`config.mk`:
```
export PLATFORM = sky130hd
export DESIGN_NAME = pll_drp_seq
export DESIGN_NICKNAME = d
export VERILOG_FILES = /design/src/rtl/pll_drp_seq.sv
export SDC_FILE = /design/constraint.sdc
export NUM_CORES = 1
export LEC_CHECK = 0
export ABC_AREA = 1
export ABC_CLOCK_PERIOD_IN_PS = 1900
export CORE_MARGIN = 4
export CORE_UTILIZATION = 54
export CTS_BUF_LIST = sky130_fd_sc_hd__clkbuf_4 sky130_fd_sc_hd__clkbuf_8
export CTS_CLUSTER_DIAMETER = 60
export DETAILED_ROUTE_END_ITERATION = 10
export GPL_TIMING_DRIVEN = 0
export PLACE_DENSITY_LB_ADDON = 0.1
export SYNTH_ARGS = -nofsm -noshare
export SYNTH_HDL_FRONTEND = slang
export SYNTH_SLANG_ARGS = --single-unit
```
`constraint.sdc`:
```
create_clock -name clk -period 1.9 [get_ports clk]
set_input_delay 0.475 -clock clk [delete_from_list [all_inputs] [get_ports clk]]
set_output_delay 0.475 -clock clk [all_outputs]
set_load 0.05 [all_outputs]
```
`src/rtl/pll_drp_seq.sv`:
```
// Reprograms a PLL feedback multiplier over DRP: hold PLL in reset, read-modify-write
// both feedback registers, release and wait for lock. Also drives the downstream reset.
`timescale 1ns/1ps
module pll_drp_seq #(
  parameter logic [6:0] ADDR1   = 7'h14,
  parameter logic [6:0] ADDR2   = 7'h15,
  parameter int         LBW     = 16,
  parameter int         DRDY_TO = 255
) (
  input  logic           clk,
  input  logic           rst_n,
  input  logic           req_i,
  input  logic [5:0]     mult_i,
  input  logic [LBW-1:0] lock_timeout_i,
  input  logic           locked_i,
  input  logic [15:0]    drp_do_i,
  input  logic           drdy_i,
  output logic [6:0]     daddr_o,
  output logic [15:0]    drp_di_o,
  output logic           den_o,
  output logic           dwe_o,
  output logic           pll_rst_o,
  output logic           busy_o,
  output logic           done_o,
  output logic           err_o,
  output logic           rstxo_o
);

  localparam int TOW = (DRDY_TO < 4) ? 2 : $clog2(DRDY_TO);
  localparam logic [TOW-1:0] TO_LAST = TOW'(DRDY_TO - 1);

  typedef enum logic [3:0] {
    S_IDLE, S_RST, S_RD1, S_RD1W, S_WR1, S_WR1W,
    S_RD2, S_RD2W, S_WR2, S_WR2W, S_REL, S_LOCKW
  } state_t;

  state_t           state_q, state_d;
  logic             req_q;
  logic [5:0]       mult_q;
  logic [5:0]       m_q, m_d;
  logic             sync1_q, lk_s_q;
  logic [TOW-1:0]   to_cnt_q, to_cnt_d;
  logic [LBW-1:0]   lock_cnt_q, lock_cnt_d;
  logic [6:0]       daddr_q, daddr_d;
  logic [15:0]      drp_di_q, drp_di_d;
  logic             den_q, den_d, dwe_q, dwe_d;
  logic             pll_rst_q, pll_rst_d, busy_q, busy_d;
  logic             done_q, done_d, err_q, err_d, rstxo_q;
  logic             abort;
  logic [5:0]       hi, lo;
  logic [15:0]      reg1_new, reg2_new;
  logic             unused_drp_bits;

  assign hi       = m_q >> 1;
  assign lo       = m_q - hi;
  assign reg1_new = {drp_do_i[15:12], hi, lo};
  assign reg2_new = {drp_do_i[15:8], 1'b0, m_q[0], drp_do_i[5:0]};
  assign unused_drp_bits = ^drp_do_i[7:6];

  // Outputs are registered on entry to each state, so next-state and next-output go together.
  always_comb begin
    state_d    = state_q;
    m_d        = m_q;
    to_cnt_d   = '0;
    lock_cnt_d = lock_cnt_q;
    daddr_d    = daddr_q;
    drp_di_d   = drp_di_q;
    den_d      = 1'b0;
    dwe_d      = 1'b0;
    pll_rst_d  = pll_rst_q;
    busy_d     = busy_q;
    done_d     = 1'b0;
    err_d      = 1'b0;
    abort      = 1'b0;
    case (state_q)
      S_IDLE: if (req_q) begin
        if (mult_q >= 6'd2) begin
          m_d       = mult_q;
          busy_d    = 1'b1;
          pll_rst_d = 1'b1;
          state_d   = S_RST;
        end else begin
          err_d = 1'b1;
        end
      end
      S_RST: begin
        den_d   = 1'b1;
        daddr_d = ADDR1;
        state_d = S_RD1;
      end
      S_RD1: state_d = S_RD1W;
      S_RD1W: if (drdy_i) begin
        den_d    = 1'b1;
        dwe_d    = 1'b1;
        drp_di_d = reg1_new;
        state_d  = S_WR1;
      end else if (to_cnt_q == TO_LAST) abort = 1'b1;
      else to_cnt_d = to_cnt_q + 1'b1;
      S_WR1: state_d = S_WR1W;
      S_WR1W: if (drdy_i) begin
        den_d   = 1'b1;
        daddr_d = ADDR2;
        state_d = S_RD2;
      end else if (to_cnt_q == TO_LAST) abort = 1'b1;
      else to_cnt_d = to_cnt_q + 1'b1;
      S_RD2: state_d = S_RD2W;
      S_RD2W: if (drdy_i) begin
        den_d    = 1'b1;
        dwe_d    = 1'b1;
        drp_di_d = reg2_new;
        state_d  = S_WR2;
      end else if (to_cnt_q == TO_LAST) abort = 1'b1;
      else to_cnt_d = to_cnt_q + 1'b1;
      S_WR2: state_d = S_WR2W;
      S_WR2W: if (drdy_i) begin
        pll_rst_d = 1'b0;
        state_d   = S_REL;
      end else if (to_cnt_q == TO_LAST) abort = 1'b1;
      else to_cnt_d = to_cnt_q + 1'b1;
      S_REL: begin
        lock_cnt_d = '0;
        state_d    = S_LOCKW;
      end
      S_LOCKW: if (lk_s_q) begin
        done_d  = 1'b1;
        busy_d  = 1'b0;
        state_d = S_IDLE;
      end else if (lock_cnt_q == lock_timeout_i) begin
        err_d   = 1'b1;
        busy_d  = 1'b0;
        state_d = S_IDLE;
      end else if (lock_cnt_q != '1) begin
        lock_cnt_d = lock_cnt_q + 1'b1;
      end
      default: state_d = S_IDLE;
    endcase
    // A missing DRDY leaves any already-written register untouched.
    if (abort) begin
      err_d     = 1'b1;
      pll_rst_d = 1'b0;
      busy_d    = 1'b0;
      state_d   = S_IDLE;
    end
  end

  always_ff @(posedge clk or negedge rst_n) begin
    if (!rst_n) begin
      state_q    <= S_IDLE;
      req_q      <= 1'b0;
      mult_q     <= '0;
      m_q        <= '0;
      sync1_q    <= 1'b0;
      lk_s_q     <= 1'b0;
      to_cnt_q   <= '0;
      lock_cnt_q <= '0;
      daddr_q    <= '0;
      drp_di_q   <= '0;
      den_q      <= 1'b0;
      dwe_q      <= 1'b0;
      pll_rst_q  <= 1'b0;
      busy_q     <= 1'b0;
      done_q     <= 1'b0;
      err_q      <= 1'b0;
      rstxo_q    <= 1'b0;
    end else begin
      state_q    <= state_d;
      req_q      <= req_i;
      mult_q     <= mult_i;
      m_q        <= m_d;
      sync1_q    <= locked_i;
      lk_s_q     <= sync1_q;
      to_cnt_q   <= to_cnt_d;
      lock_cnt_q <= lock_cnt_d;
      daddr_q    <= daddr_d;
      drp_di_q   <= drp_di_d;
      den_q      <= den_d;
      dwe_q      <= dwe_d;
      pll_rst_q  <= pll_rst_d;
      busy_q     <= busy_d;
      done_q     <= done_d;
      err_q      <= err_d;
      rstxo_q    <= ~busy_q & lk_s_q;
    end
  end

  assign daddr_o   = daddr_q;
  assign drp_di_o  = drp_di_q;
  assign den_o     = den_q;
  assign dwe_o     = dwe_q;
  assign pll_rst_o = pll_rst_q;
  assign busy_o    = busy_q;
  assign done_o    = done_q;
  assign err_o     = err_q;
  assign rstxo_o   = rstxo_q;

endmodule

```
# After elaboration in Yosys (flattened, before gate mapping)
# Cells that the tools add are included.
# classes
n_addsub	3
multipliers	0
div	0
n_lt_le_gt_ge	1
eq_ne	27
shifts	0
n_mux	45
bitwise	2
reduce_logical	16
# ops
op	n
two-way mux 16 bit	5
one-hot mux 16 bit (2 select lines)	2
one-hot mux 4 bit (12 select lines)	1
two-way mux 4 bit	9
two-way mux 8 bit	3
two-way mux 1 bit	19
!= test 3 bit (second input constant)	6
adder 16 x 1 -> 16 bit (second input constant)	1
equality test 16 bit	1
equality test 4 x 3 -> 1 bit (second input constant)	4
equality test 4 bit (second input constant)	4
!= test 16 bit (second input constant)	1
one-hot mux 7 bit (2 select lines)	1
!= test 2 bit (second input constant)	6
AND reduction 4 bit	3
adder 8 x 1 -> 8 bit (second input constant)	1
equality test 4 x 2 -> 1 bit (second input constant)	2
equality test 8 bit (second input constant)	1
one-hot mux 1 bit (2 select lines)	4
two-way mux 7 bit	1
AND reduction 7 bit	1
greater-or-equal comparator 6 x 2 -> 1 bit (second input constant)	1
AND reduction 3 bit	2
nonzero test 2 bit	3
other kinds (11)	12
# word_totals
register_bits	73
latchBits	0
mem_bits_rw	0
mem_bits_ro	0
out_inout_bits	30
n_memories	0

# Depth between registers and ports, before layout
# Gate-level depths: netlist (run 1).
# logic_depth
depth_word	6
depth_mapped	11
mapped_depth_nobuf	11

# Worst setup path before layout (run 1)
# OpenSTA, ideal clock, no wires.
# synth_path
kind	register to register
startpoint	reg lock_cnt_q[0]
endpoint	reg lock_cnt_q[0]
arrival_time_ps	1489
slack_ps	290
path_stages_with_launch	10
n_path_buf	1
cell_sequence	dfrtp_1 ha_1 nand2_2 nor3_4 nand2_1 nor2_1 a21oi_2 nand2_4 buf_12 o21ai_1
# synth_via
elab_chain_cells	5
# synth_rtl
element	line	text
start: declaration	43	logic [LBW-1:0] lock_cnt_q, lock_cnt_d;
start signal: assignment	173	lock_cnt_q <= lock_cnt_d;
adder 16 x 1 -> 16 bit	133	lock_cnt_d = lock_cnt_q + 1'b1;
two-way mux 16 bit	132	end else if (lock_cnt_q != '1) begin
two-way mux 16 bit	128	end else if (lock_cnt_q == lock_timeout_i) begin
two-way mux 16 bit	124	S_LOCKW: if (lk_s_q) begin
one-hot mux 16 bit (2 select lines)	75	case (state_q)
# Parallel ways exist; a longest one is shown, timed or not. The select of a mux whose other input is x is not followed.
# A chain may end at the register's enable or synchronous reset.

==> reports/metrics.yaml, run 1 <==
grtUsageTotal_pct: 21.2
diodes: 0
drt_iter0_markers: 119
final_cell_area_um2: 4910
rows: 30
route.vias.total: 3464
setup_viol: 0
leakage_nw: 2.40
synth_top_family_by_area: "simple AND/OR/NAND/NOR gates"
final-hold-violation-count: 0
overflow: 0
clk_pin_slew_worst_paths_ns: 0.08
power-per-cell-area_nw_per_um2: 1170
synth_xor_area_share_pct: 3.81
synth_top_area_share_pct: 43.6
p_int_mw: 3.10
worst_pin_slew_ns: 0.838
critPathArrivalTime_ns: 1.35
cpPeakStageDelay_ns: 0.51
dieArea_um2: 8660
switchingPower_mw: 2.65
utilization_pct: 71.0
dieWidth_um: 93.1
start_util_pct: 56.6
timing.slew.headroom_pct: 44.1
layout_common_cells: "nand2_1 (140), dfrtp_1 (66), nor2_1 (57)"
worst_path_max_delay_cell: "dlygate4sd2_1"
rsz0062_at_grt: "false"
synth-compound-area-share_pct: 9.16
clk_latency_ns: 0.36
firstDrtPassIters: 4
synth_simple_gate_area_share_pct: 31.9
cts_tree: "yes"
dpl.hpwl_um: 6620
ys_seq_area_share_pct: 43.6
fmax_mhz: 547
drv_slew: 0
core-area_um2: 6910
vias_per_cell: 5.08
synthAdderAreaFrac_pct: 3.07
timing.final.crit_share_pct: 96.3
clock-sinks: 68
cp_cell_sequence: "buf_4 > dlygate4sd2_1"
die_h_um: 93.1
critPathMaxFanout: 3
yosysWarnings: 0
drive_above_1_share_pct: 15.5
critPathKind: "register to output pin"
final_common_cell: "nand2_1"
numCtsBuffers: 9
areaGrowthSynthToFinish_pct: 25.6
synth_area_leaders: "dfrtp_1 (44%), nand2_1 (14%), nor2_1 (5.7%)"
syn_area_um2: 3910
h-tree-depth: 3
pwr-share-comb_pct: 46.4
p_sw_share_pct: 46.1
yosys_register_bits: 68
clkPwrFrac_pct: 18.8
grt_max_degree: 69
min_period_ns: 1.83
final_net_count: 633
max-cap-violations: 0
status: "completed"
grt_pass1_wl_um: 14600
drc: 0
grt_pass1_vias: 3179
io_buffers: 65
pwr-share-seq_pct: 34.7
ir_drop_v: 0.000862
startpoint_type: "register"
skew_ns: 0.0131
critPathCaptureType: "output pin"
pin_count: 73
dpl_cell_area_um2: 4690
required_ns: 1.42
synthMuxAreaShare_pct: 0
synth_area_leader_cell: "dfrtp_1"
ant_nets: 0
root_buffer: "clkbuf_8"
antenna_found_initial: 0
cts.path.max_buffers: 2
synth_cell_types: 42
wire_per_inst_um: 12.9
syn_inst: 494
drt_wl_total_um: 8780
gp_congestion: 0.890
avgSynthCellArea_um2: 7.91
hold_path_class: "input pin to asynchronous set/reset pin"
[final cells by class]
cell class              count  area [um^2]
fillers                   583         2000
multi-input cells         359         1900
flip-flops and latches     68         1700
repair buffers             73          676
inverters                  58          218
clock buffers               9          124
well taps                  96          120
plain buffers              12          111
clock inverters             7         51.3
[flip-flops by register name, indices dropped and copies added, names as in the netlist]
register,count
daddr_o,2
lock_cnt_q,16
busy_o,1
req_q,1
lk_s_q,1
err_o,1
m_q,6
mult_q,6
to_cnt_q,8
done_o,1
rstxo_o,1
drp_di_o,16
state_q,4
den_o,1
dwe_o,1
pll_rst_o,1
sync1_q,1
[cell families after synthesis]
| logic type | Yosys count |
|---|---|
| AND/OR/NAND/NOR | 275 |
| buffers and inverters | 70 |
| flip-flops | 68 |
| AO/OA/AOI/OAI | 54 |
| XOR/XNOR | 17 |
| adder cells (fa/ha/maj) | 9 |
| other | 1 |
[metal layers]
metal / wire length, um / global-route usage [%] / up-vias
met5: 0 / 0 / -
met4: 151 / 7.94 / 0
met3: 470 / 3.38 / 13
met2: 4160 / 34.6 / 87
met1: 4000 / 28.6 / 1621
li1: - / - / 1743
[worst paths after layout]
kind | from | cells after the start | slack (ns) | endpoint
worst min-delay path | rst_n | 1 | 0.21 | to_cnt_q[2]
max in group asynchronous | rst_n | 1 | 1.07 | lock_cnt_q[0]
worst max-delay path | daddr_o[2] | 2 | 0.07 | daddr_o[4]
worst max register to register | lock_cnt_q[0] | 10 | 0.14 | lock_cnt_q[7]
worst min register to register | sync1_q | 0 | 0.36 | lk_s_q
min in group clk | sync1_q | 0 | 0.36 | lk_s_q
[worst max-delay path, delay by kind of cell, from the launching register on]
family	cells	cell delay [ns]
flops	1	0.38
buf+inv	2	0.63
[power groups by stage]
stage / Clock (mW) / Combinational (mW) / Sequential, mW
3_3_place_gp: 0 / 2.73 / 2.02
2_1_floorplan: 0 / 1.27 / 2.68
4_1_cts: 1.10 / 2.66 / 2.00
3_5_place_dp: 0 / 2.78 / 2.03
5_1_grt: 1.15 / 2.93 / 2.05
6_report: 1.08 / 2.67 / 2.00
[cells in the mapped netlist, drive strengths merged]
library cell and count:
ha 8, o21ai 33, a211oi 2, a21oi 10
nand3 37, nand4 4, clkinv 1, and3 1
xor2 15, or2 10, a31oi 1, xnor2 2
a21o 1, o211ai 6, nor3 4, fa 1
dfrtp 68, nand3b 1, nor4 1, a41oi 1
inv 57, buf 11, conb 1, clkbuf 1
nor2 65, nand2 152
[timing repair]
action | 4_1_cts | 5_1_grt
hold buffers | 0 | 0
pin swaps | 0 | 2
buffers inserted | 0 | 8
resized for setup | 26 | 8
setup endpoints to repair | 26 | 23
[stage by stage]
stage	setup TNS [ns]	hold WS [ns]	std cells	setup slack, ns	power [mW]
finish	0	0.214	682	0.0709	5.75
global route	0	0.301	682	0.0146	6.13
CTS	0	0.251	674	0.0161	5.75
detailed placement	-4.77	0.348	658	-0.266	4.81
global placement	-132.90	0.342	658	-1.91	4.75
floorplan	0	0.179	497	0.290	3.95
(Power assumes the default switching activity.)
==> run 2: changes to the inputs <==
--- a/config.mk
+++ b/config.mk
@@ -8,7 +8,7 @@
 export ABC_AREA = 1
 export ABC_CLOCK_PERIOD_IN_PS = 1900
 export CORE_MARGIN = 4
-export CORE_UTILIZATION = 54
+export CORE_UTILIZATION = 35
 export CTS_BUF_LIST = sky130_fd_sc_hd__clkbuf_4 sky130_fd_sc_hd__clkbuf_8
 export CTS_CLUSTER_DIAMETER = 60
 export DETAILED_ROUTE_END_ITERATION = 10
==> reports/metrics.yaml, run 2 (same netlist as run 1, synthesis figures left out) <==
status: "completed"  # unchanged
dieArea_um2: 12900  # was 8660 um^2
firstDrtPassIters: 5  # was 4
required_ns: 1.42  # about the same
fmax_mhz: 555  # was 547 MHz
critPathKind: "register to output pin"  # unchanged
vias_per_cell: 4.64  # was 5.08
skew_ns: 0.0107  # was 0.0131 ns
final-hold-violation-count: 0  # unchanged
drv_slew: 0  # unchanged
drt_iter0_markers: 104  # was 119
setup_tns_ns: 0  # unchanged
ir_drop_v: 0.000614  # was 0.000862 V
h-tree-depth: 3  # unchanged
die_h_um: 114  # was 93.1 um
clock-sinks: 68  # unchanged
areaGrowthSynthToFinish_pct: 27.0  # was 25.6%
max-cap-violations: 0  # unchanged
cts_hold_buf: 0  # unchanged
drt_wl_total_um: 9290  # was 8780 um
drive_above_1_share_pct: 14.5  # was 15.5%
pin_count: 73  # unchanged
critPathCaptureType: "output pin"  # unchanged
leakage_nw: 2.40  # about the same
clk_pin_slew_worst_paths_ns: 0.08  # about the same
met2_usage_pct: 22.8  # was 34.6%
critPathMaxFanout: 3  # unchanged
grt_use_met1_pct: 21.7  # was 28.6%
cts_tree: "yes"  # unchanged
ant_nets: 0  # unchanged
root_buffer: "clkbuf_8"  # unchanged
setup_viol: 0  # unchanged
antenna_found_initial: 0  # unchanged
use_met3_pct: 2.76  # was 3.38%
rows: 38  # was 30
gp_congestion: 0.867  # was 0.890
final-instance-count-excl-fill: 721  # was 682
reg2reg_depth: 10  # unchanged
grt-busiest-layer: "met2"  # unchanged
numCtsBuffers: 9  # unchanged
startpoint_type: "register"  # unchanged
timing.final.crit_share_pct: 94.7  # was 96.3%
grt_pass1_vias: 3169  # was 3179
worst_pin_slew_ns: 0.546  # was 0.838 ns
grtUsageTotal_pct: 15.0  # was 21.2%
dieWidth_um: 114  # was 93.1 um
io_buffers: 65  # unchanged
clk_latency_ns: 0.34  # was 0.36 ns
min_period_ns: 1.80  # was 1.83 ns
dp.cells: 703  # was 658
dpl.hpwl_um: 6970  # was 6620 um
drc: 0  # unchanged
grt_max_degree: 69  # unchanged
power-per-cell-area_nw_per_um2: 1180  # was 1170 nW/um^2
overflow: 0  # unchanged
route.vias.total: 3343  # was 3464
start_util_pct: 35.9  # was 56.6%
core-area_um2: 10900  # was 6910 um^2
final_common_cell: "nand2_1"  # unchanged
final_net_count: 628  # was 633
hold_path_class: "input pin to asynchronous set/reset pin"  # unchanged
timing.slew.headroom_pct: 63.7  # was 44.1%
layout_common_cells: "nand2_1 (140), dfrtp_1 (66), nor2_1 (58)"  # was nand2_1 (140), dfrtp_1 (66), nor2_1 (57)
wire_per_inst_um: 12.9  # about the same
critPathArrivalTime_ns: 1.33  # was 1.35 ns
grt_pass1_wl_um: 15700  # was 14600 um
cts.path.max_buffers: 2  # unchanged
diodes: 0  # unchanged
-- run 2: changes by cell type in the layout (fill, tap and decap cells not counted) --
cell	before	now
buf_16	0	1
nand3_1	33	34
bufinv_16	0	1
clkinvlp_4	2	0
o21ai_0	16	17
nor2_1	57	58
clkinv_4	2	3
o21ai_1	2	1
buf_4	14	8
nand3_2	2	1
nor2_2	4	3
-- run 2: power by group --
part | switching, mW | internal (mW)
clock network | 0.599 | 0.613
logic | 1.81 | 0.842
registers | 0.231 | 1.77
total | 2.64 | 3.23
-- run 2: repair_timing --
item | in CTS | in global routing
buffers inserted | 0 | 2
resized for setup | 26 | 5
endpoints found under the setup margin | 26 | 18
gates cloned | 0 | 0
hold endpoints to repair | 0 | 0
pin swaps | 0 | 1
-- run 2: final timing paths --
check / slack [ns] / start / endpoint
setup reg to reg: 0.13 / lock_cnt_q[0] / lock_cnt_q[9]
max in group asynchronous: 1.46 / rst_n / lock_cnt_q[0]
hold reg to reg: 0.36 / sync1_q / lk_s_q
min in group clk: 0.36 / sync1_q / lk_s_q
setup / recovery: 0.1 / daddr_o[2] / daddr_o[4]
hold / removal: 0.13 / rst_n / lock_cnt_q[2]
-- run 2: area by class of cell --
type / instances / area [um^2]
Fill cell: 1132 / 5930
Multi-Input combinational cell: 359 / 1890
Sequential cell: 68 / 1700
Timing Repair Buffer: 68 / 658
Inverter: 58 / 218
Tap cell: 140 / 175
Clock buffer: 9 / 124
Buffer: 12 / 111
Clock inverter: 7 / 75.1
-- run 2: per-stage QoR --
stage	power (mW)	util, %	cell area (um^2)	worst slack [ns]	hold WS, ns
detailed placement	4.84	43.8	4770	-0.269	0.345
floorplan	3.95	-	3920	0.290	0.179
CTS	5.94	45.3	4930	0.00698	0.142
global placement	4.80	43.6	4740	-2.12	0.338
finish	5.86	45.6	4960	0.0998	0.132
global route	6.31	45.6	4960	-0.00236	0.152
-- run 2: worst max-delay path: stages (launching register included) --
cell and delay (ns):
dfrtp_1 0.37, buf_4 0.11, dlygate4sd2_1 0.51
-- run 2: routing by layer --
metal	routed length [um]	part of all wire, %
met5	0	0
met4	64	0.69
met3	396	4.3
met2	4120	44
met1	4700	51
